===== config.mk =====
export PLATFORM = sky130hd
export DESIGN_NAME = switch_bank
export DESIGN_NICKNAME = d
export VERILOG_FILES = /design/src/rtl/switch_pkg.sv /design/src/rtl/switch_debounce.sv /design/src/rtl/switch_bank.sv
export SDC_FILE = /design/constraint.sdc
export NUM_CORES = 1
export LEC_CHECK = 0
export BUFFER_PORTS_ARGS = -buffer_cell sky130_fd_sc_hd__buf_2
export CORE_MARGIN = 8
export CORE_UTILIZATION = 40
export CTS_CLUSTER_SIZE = 14
export DETAILED_ROUTE_END_ITERATION = 10
export HOLD_SLACK_MARGIN = 0.06
export PLACE_DENSITY = 0.54
export SLEW_MARGIN = 20
export SYNTH_ARGS = -nofsm -noshare
export SYNTH_HDL_FRONTEND = slang
export SYNTH_SLANG_ARGS = --single-unit
export TNS_END_PERCENT = 20

===== constraint.sdc =====
create_clock -name switclk -period 14.3 [get_ports switclk]
set_input_delay 1.43 -clock switclk [delete_from_list [all_inputs] [get_ports switclk]]
set_output_delay 1.43 -clock switclk [all_outputs]
set_load 0.01 [all_outputs]

===== src/rtl/switch_pkg.sv =====
// switch_pkg: register-select encodings and data width shared by the switch bank files.
package switch_pkg;

    localparam int DATA_W = 16;

    typedef enum logic [1:0] {
        SW_ADDR_LO     = 2'b00,
        SW_ADDR_CHG_LO = 2'b01,
        SW_ADDR_HI     = 2'b10,
        SW_ADDR_CHG_HI = 2'b11
    } sw_addr_e;

endpackage


===== src/rtl/switch_debounce.sv =====
// switch_debounce: one switch bit -- synchroniser chain, run-length debounce counter and accepted level.
// toggle pulses on the edge where the accepted level flips.
module switch_debounce #(
    parameter int SYNC_STAGES     = 2,
    parameter int DEBOUNCE_CYCLES = 20000
) (
    input  logic switclk,
    input  logic switrst,
    input  logic raw,
    output logic stable,
    output logic toggle
);

    localparam int CW = $clog2(DEBOUNCE_CYCLES);
    localparam logic [CW-1:0] CNT_MAX = CW'(DEBOUNCE_CYCLES - 1);

    logic [SYNC_STAGES-1:0] sync_sh;
    logic [CW-1:0]          cnt;
    logic                   sync;
    logic                   differ;

    assign sync   = sync_sh[SYNC_STAGES-1];
    assign differ = sync != stable;
    assign toggle = differ && cnt == CNT_MAX;

    always_ff @(negedge switclk or posedge switrst) begin
        if (switrst) begin
            sync_sh <= '0;
            cnt     <= '0;
            stable  <= 1'b0;
        end else begin
            sync_sh <= {sync_sh[SYNC_STAGES-2:0], raw};
            cnt     <= (differ && !toggle) ? cnt + 1'b1 : '0;
            if (toggle)
                stable <= sync;
        end
    end

endmodule


===== src/rtl/switch_bank.sv =====
// switch_bank: debounced DIP-switch bank read through the memorio chip-select path.
// Define SWITCH_EDGE_IRQ_EN to add sticky per-bit change flags and the switirq interrupt.
module switch_bank
    import switch_pkg::*;
#(
    parameter int WIDTH           = 24,
    parameter int SYNC_STAGES     = 2,
    parameter int DEBOUNCE_CYCLES = 20000
) (
    input  logic              switclk,
    input  logic              switrst,
    input  logic              switcs,
    input  logic              switread,
    input  logic [1:0]        switaddr,
    input  logic [WIDTH-1:0]  switch_rdata,
    output logic [DATA_W-1:0] switch_wdata,
    output logic              switirq
);

    logic [WIDTH-1:0]  stable;
    logic [WIDTH-1:0]  tog;
    logic [31:0]       st_ext;
    logic [31:0]       chg_ext;
    logic [DATA_W-1:0] rd_mux;
    logic              rd;

    assign rd     = switcs && switread;
    assign st_ext = 32'(stable);

    for (genvar g = 0; g < WIDTH; g++) begin : g_bit
        switch_debounce #(
            .SYNC_STAGES    (SYNC_STAGES),
            .DEBOUNCE_CYCLES(DEBOUNCE_CYCLES)
        ) u_db (
            .switclk(switclk),
            .switrst(switrst),
            .raw    (switch_rdata[g]),
            .stable (stable[g]),
            .toggle (tog[g])
        );
    end

`ifdef SWITCH_EDGE_IRQ_EN
    logic [WIDTH-1:0] chg;
    logic [WIDTH-1:0] clr;

    assign chg_ext = 32'(chg);
    assign clr = (rd && switaddr == SW_ADDR_CHG_LO) ? WIDTH'(32'h0000_FFFF) :
                 (rd && switaddr == SW_ADDR_CHG_HI) ? WIDTH'(32'hFFFF_0000) : '0;

    // A transition on the same edge as a read-clear keeps its flag set.
    always_ff @(negedge switclk or posedge switrst) begin
        if (switrst) begin
            chg     <= '0;
            switirq <= 1'b0;
        end else begin
            chg     <= tog | (chg & ~clr);
            switirq <= |chg;
        end
    end
`else
    logic unused_tog;

    assign chg_ext    = '0;
    assign switirq    = 1'b0;
    assign unused_tog = ^tog;
`endif

    always_comb begin
        rd_mux = (switaddr == SW_ADDR_LO)     ? st_ext[15:0]  :
                 (switaddr == SW_ADDR_HI)     ? st_ext[31:16] :
                 (switaddr == SW_ADDR_CHG_LO) ? chg_ext[15:0] : chg_ext[31:16];
    end

    always_ff @(negedge switclk or posedge switrst) begin
        if (switrst)
            switch_wdata <= '0;
        else if (rd)
            switch_wdata <= rd_mux;
    end

endmodule

### Yosys cells after proc, flatten, opt, wreduce, memory -nomap -nowiden

Index checks and enable logic that the tools add are counted.
W data, S select, Z words.

| word-level totals | value |
|---|---|
| register bits after elaboration | 448 |
| input bits | 30 |
| output and inout bits | 17 |
| word-level logic and storage cells | 246 |

| cells by class | value |
|---|---|
| equality and inequality tests | 49 |
| reduce and logical (&&, ||, !) cells | 74 |
| $add $sub $neg | 24 |
| multiplexer cells | 26 |

Operators by type and width:

| kind | count |
|---|---|
| $add A15 B1 Y15 const B | 24 |
| $eq A15 B15 Y1 const B | 24 |
| $mux W15 | 24 |
| $logic_and A1 B1 Y1 | 49 |
| $logic_not A1 Y1 | 24 |
| $ne A1 B1 Y1 | 24 |
| $mux W16 | 1 |
| $mux W8 | 1 |
| $eq A2 B2 Y1 const B | 1 |
| $logic_not A2 Y1 | 1 |

### Logic depth before layout (Yosys ltp)

| logic depth | value |
|---|---|
| depth in word-level cells | 5 |
| mapped depth | 7 |
| depth with buffers taken out | 5 |

### By module

From an unflattened synthesis, not the netlist that was laid out.

| second synthesis, totals | value |
|---|---|
| cell total of the unflattened synthesis | 2,063 |
| area total of the unflattened synthesis | 21,323.0 um^2 |

By module, submodules not included:

| module | cells an instance | sequential area each (um^2) | area each (um^2) | times used |
|---|---|---|---|---|
| switch_debounce at g_bit[0].u_db ... | 84 | 450.4 | 859.6 | 23 |
| switch_debounce at g_bit[21].u_db | 82 | 450.4 | 843.3 | 1 |
| switch_bank | 49 | 400.4 | 709.4 | 1 |

==> impl_metrics.tcl <==
set metrics [dict create \
    synth_top_area_share_pct 55.5 \
    clk_latency_ns 0.57 \
    hold_slack_ns 0.290 \
    yosysTopAreaCell "dfrtn_1" \
    p_leak_nw 9.97 \
    htreeDepth 2 \
    grt_pass1_wl_mm 64.9 \
    routed-wl-met2_mm 16.4 \
    internal_power_w 0.00217 \
    finalMaxSlewViolations 0 \
    slowest_delay_ns 0.46 \
    ir_drop_uv 78.8 \
    seqCellArea_um2 11200 \
    cp.required_ns 12.87 \
    layout-drive-gt1-share_pct 9.28 \
    nFillCells 4662 \
    dr.first_iter.drc_count 808 \
    arrival_ns 8.33 \
    top_layer "met4" \
    min_to "g_bit[8].u_db.sync_sh[1]$_DFF_NP0_" \
    via_per_inst 5.02 \
    postRouteAntennaNets 0 \
    startpoint_type "flip-flop" \
    crit_fanout 2 \
    rsz0062_at_grt "no" \
    hp-class "flip-flop to flip-flop" \
    synthTopCellsByArea "dfrtn_1, xor2_1, nor2_1" \
    yosysUniqueCellTypes 29 \
    syn_nets 1931 \
    die-area_um2 57900 \
    maxSlewHeadroom_pct 26.8 \
    area_delta_synth_final_pct 13.1 \
    io_pins 47 \
    critical_path_cell_count 1 \
    synth_cells 1877 \
    drc 0 \
    via_count 13277 \
    crit_family "flip-flops" \
    grt_start_max_net_pins 178 \
    fp.dieH_um 241 \
    endpoint_kind "output pin" \
    post-place-ws_ns 4.20 \
    fin_skew_ns 0.0103 \
    path_clk_slew_ns 0.04 \
    placement_rows 82 \
    path_cells "buf_2" \
    grt.total_usage_pct 13.2 \
    cts_made_buffers 51 \
    antenna_found_initial 0 \
    rr_endpoint "g_bit[14].u_db.cnt[9]$_DFF_NP0_" \
    setup_ws_ns 4.54 \
    min_from "g_bit[8].u_db.sync_sh[0]$_DFF_NP0_" \
    port_buffers 45 \
    start_util_pct 40.4 \
    p_sw_share_pct 21.4 \
    grt_pass1_vias 13505 \
    synth-seq-cells 448 \
    coreArea_um2 50000 \
    crit_buf_inv 1 \
    routed-wl-met3_mm 1.37 \
    grt_overflow_total 0 \
    fp.dieW_um 241 \
    finalSetupViolations 0 \
    postCtsSetupBuffers 0 \
    cts_sinks 448 \
    clk_root_buffer_cell "clkbuf_16" \
    r2r_slack_ns 12.29 \
    ctsLongestPathBuffers 3 \
    hold_viol 0 \
    comb_power_share_pct 3.0 \
    hold_buffers 0 \
    drt-met1-wl_mm 18.2 \
    dpl.hpwl_mm 23.3 \
    holdPathStages 0 \
    p_clk_share_pct 49.2 \
    worstReg2RegStart "g_bit[14].u_db.cnt[0]$_DFF_NP0_" \
    status "complete, no violations" \
    yosysWarnings 0 \
    routed_wl_mm 36.9 \
    crit_type "flip-flop to output pin" \
    wl_per_cell_um 13.9 \
    multi_input_area_um2 8590 \
    syn_avg_cell_area_um2 10.8 \
    seq_power_share_pct 47.8 \
    synth-seq-area-share_pct 55.5 \
    n_antenna_cell 0 \
    powerDensity_nw_per_um2 121 \
    r2r_cells 5 \
    netlist_area_um2 20200 \
    drt_first_pass_iters 5 \
    ctsResizeCount 0 \
    tritoncts "built" \
    gp_congestion 0.778 \
    max_cap_viol_count 0 \
    p_switching_w 0.000593 \
    worst_pin_slew_ns 1.09 \
    slowest_stage "dfrtn_1" \
    nNetsFinal 1985 \
]
-- worst max path at each step --
stage / endpoint / from / slack, ns
final: switch_wdata[11] / switch_wdata[11]$_DFFE_NP0P_ / 4.54
after global routing: switch_wdata[4] / switch_wdata[4]$_DFFE_NP0P_ / 4.48
after CTS: switch_wdata[4] / switch_wdata[4]$_DFFE_NP0P_ / 4.50
after detailed placement: switch_wdata[10]$_DFFE_NP0P_ / switcs / 4.20
after global placement: switch_wdata[8]$_DFFE_NP0P_ / switcs / 4.25
after floorplan: g_bit[0].u_db.cnt[0]$_DFF_NP0_ / switrst / -0.13
-- placed cells by master, fill, tap and decap left out, types with 40 or more instances in the layout --
cell,n
nand3_1,107
nor3_1,64
nand4_1,119
xor2_1,202
and4_1,56
buf_2,45
clkbuf_16,53
nor4_1,40
xnor2_1,134
dfrtn_1,448
nand2_1,94
nor2_1,352
-- through the flow --
step           power (W)  instances  utilization [%]  TNS (ns)  area, um^2
6_report         0.00277       2644             45.7         0       22800
2_1_floorplan    0.00140       1877                -    -58.04       20200
4_1_cts          0.00283       2643             45.7         0       22800
5_1_grt          0.00289       2644             45.7         0       22800
3_3_place_gp     0.00143       2549             42.1         0       21000
3_5_place_dp     0.00143       2549             42.1         0       21000
-- synth_stat cells --
library cell  count
nand4_1         119
xor2_1          202
conb_1            1
mux2_2           14
buf_6            13
and3_1           35
or3_1            13
nand3_1         107
nor3_1           65
nor4_1           40
inv_1            28
o21ai_0           8
a22o_1            8
buf_4             1
clkbuf_1         36
and4_1           56
mux2i_1           8
nor4b_1          11
or2_2             1
nand2_1          94
dfrtn_1         448
nand2_2          13
xnor2_1         134
or4b_1           13
nor2_1          352
or4_4            13
mux2_4           10
and2_1           10
ha_1             24
-- cell type report --
| class | instances | share of cell area (%) |
|---|---|---|
| flip-flops and latches | 448 | 49.1 |
| multi-input cells | 1351 | 37.6 |
| inverters | 28 | 0.477 |
| clock buffers | 80 | 6.78 |
| clock inverters | 14 | 0.991 |
| well taps | 672 | 3.68 |
| repair buffers | 51 | 1.38 |
-- registers in the layout, summed over array words and instances (netlist names) --
register	cells
switch_wdata	16
g_bit.u_db.cnt	360
g_bit.u_db.sync_sh	48
g_bit.u_db.stable	24
-- power groups by stage --
stage	sequential, W	clock [W]	combinational, W
5_1_grt	0.00133	0.00147	0.0000983
3_5_place_dp	0.00134	0	0.0000858
3_3_place_gp	0.00134	0	0.0000846
4_1_cts	0.00132	0.00142	0.0000862
6_report	0.00132	0.00136	0.0000825
2_1_floorplan	0.00134	0	0.0000638
-- logic make-up after synthesis --
kind of cell,Yosys count,share of synthesized area (%)
xor gates and xnor gates,336,14.6
AOI/OAI and AO/OA,16,0.545
other,1,0.0186
DFF,448,55.5
and+or+nand+nor,942,24.0
muxes,32,1.92
adders and majority gates,24,1.49
buffers and inverters,78,1.95
-- per-layer routing --
metal,track usage (%),vias to the layer above
met3,2.87,66
met2,20.9,117
met4,4.03,0
met1,18.1,6516
li1,-,6578
met5,0,-
No activity file was read; power rests on OpenSTA's default activity.
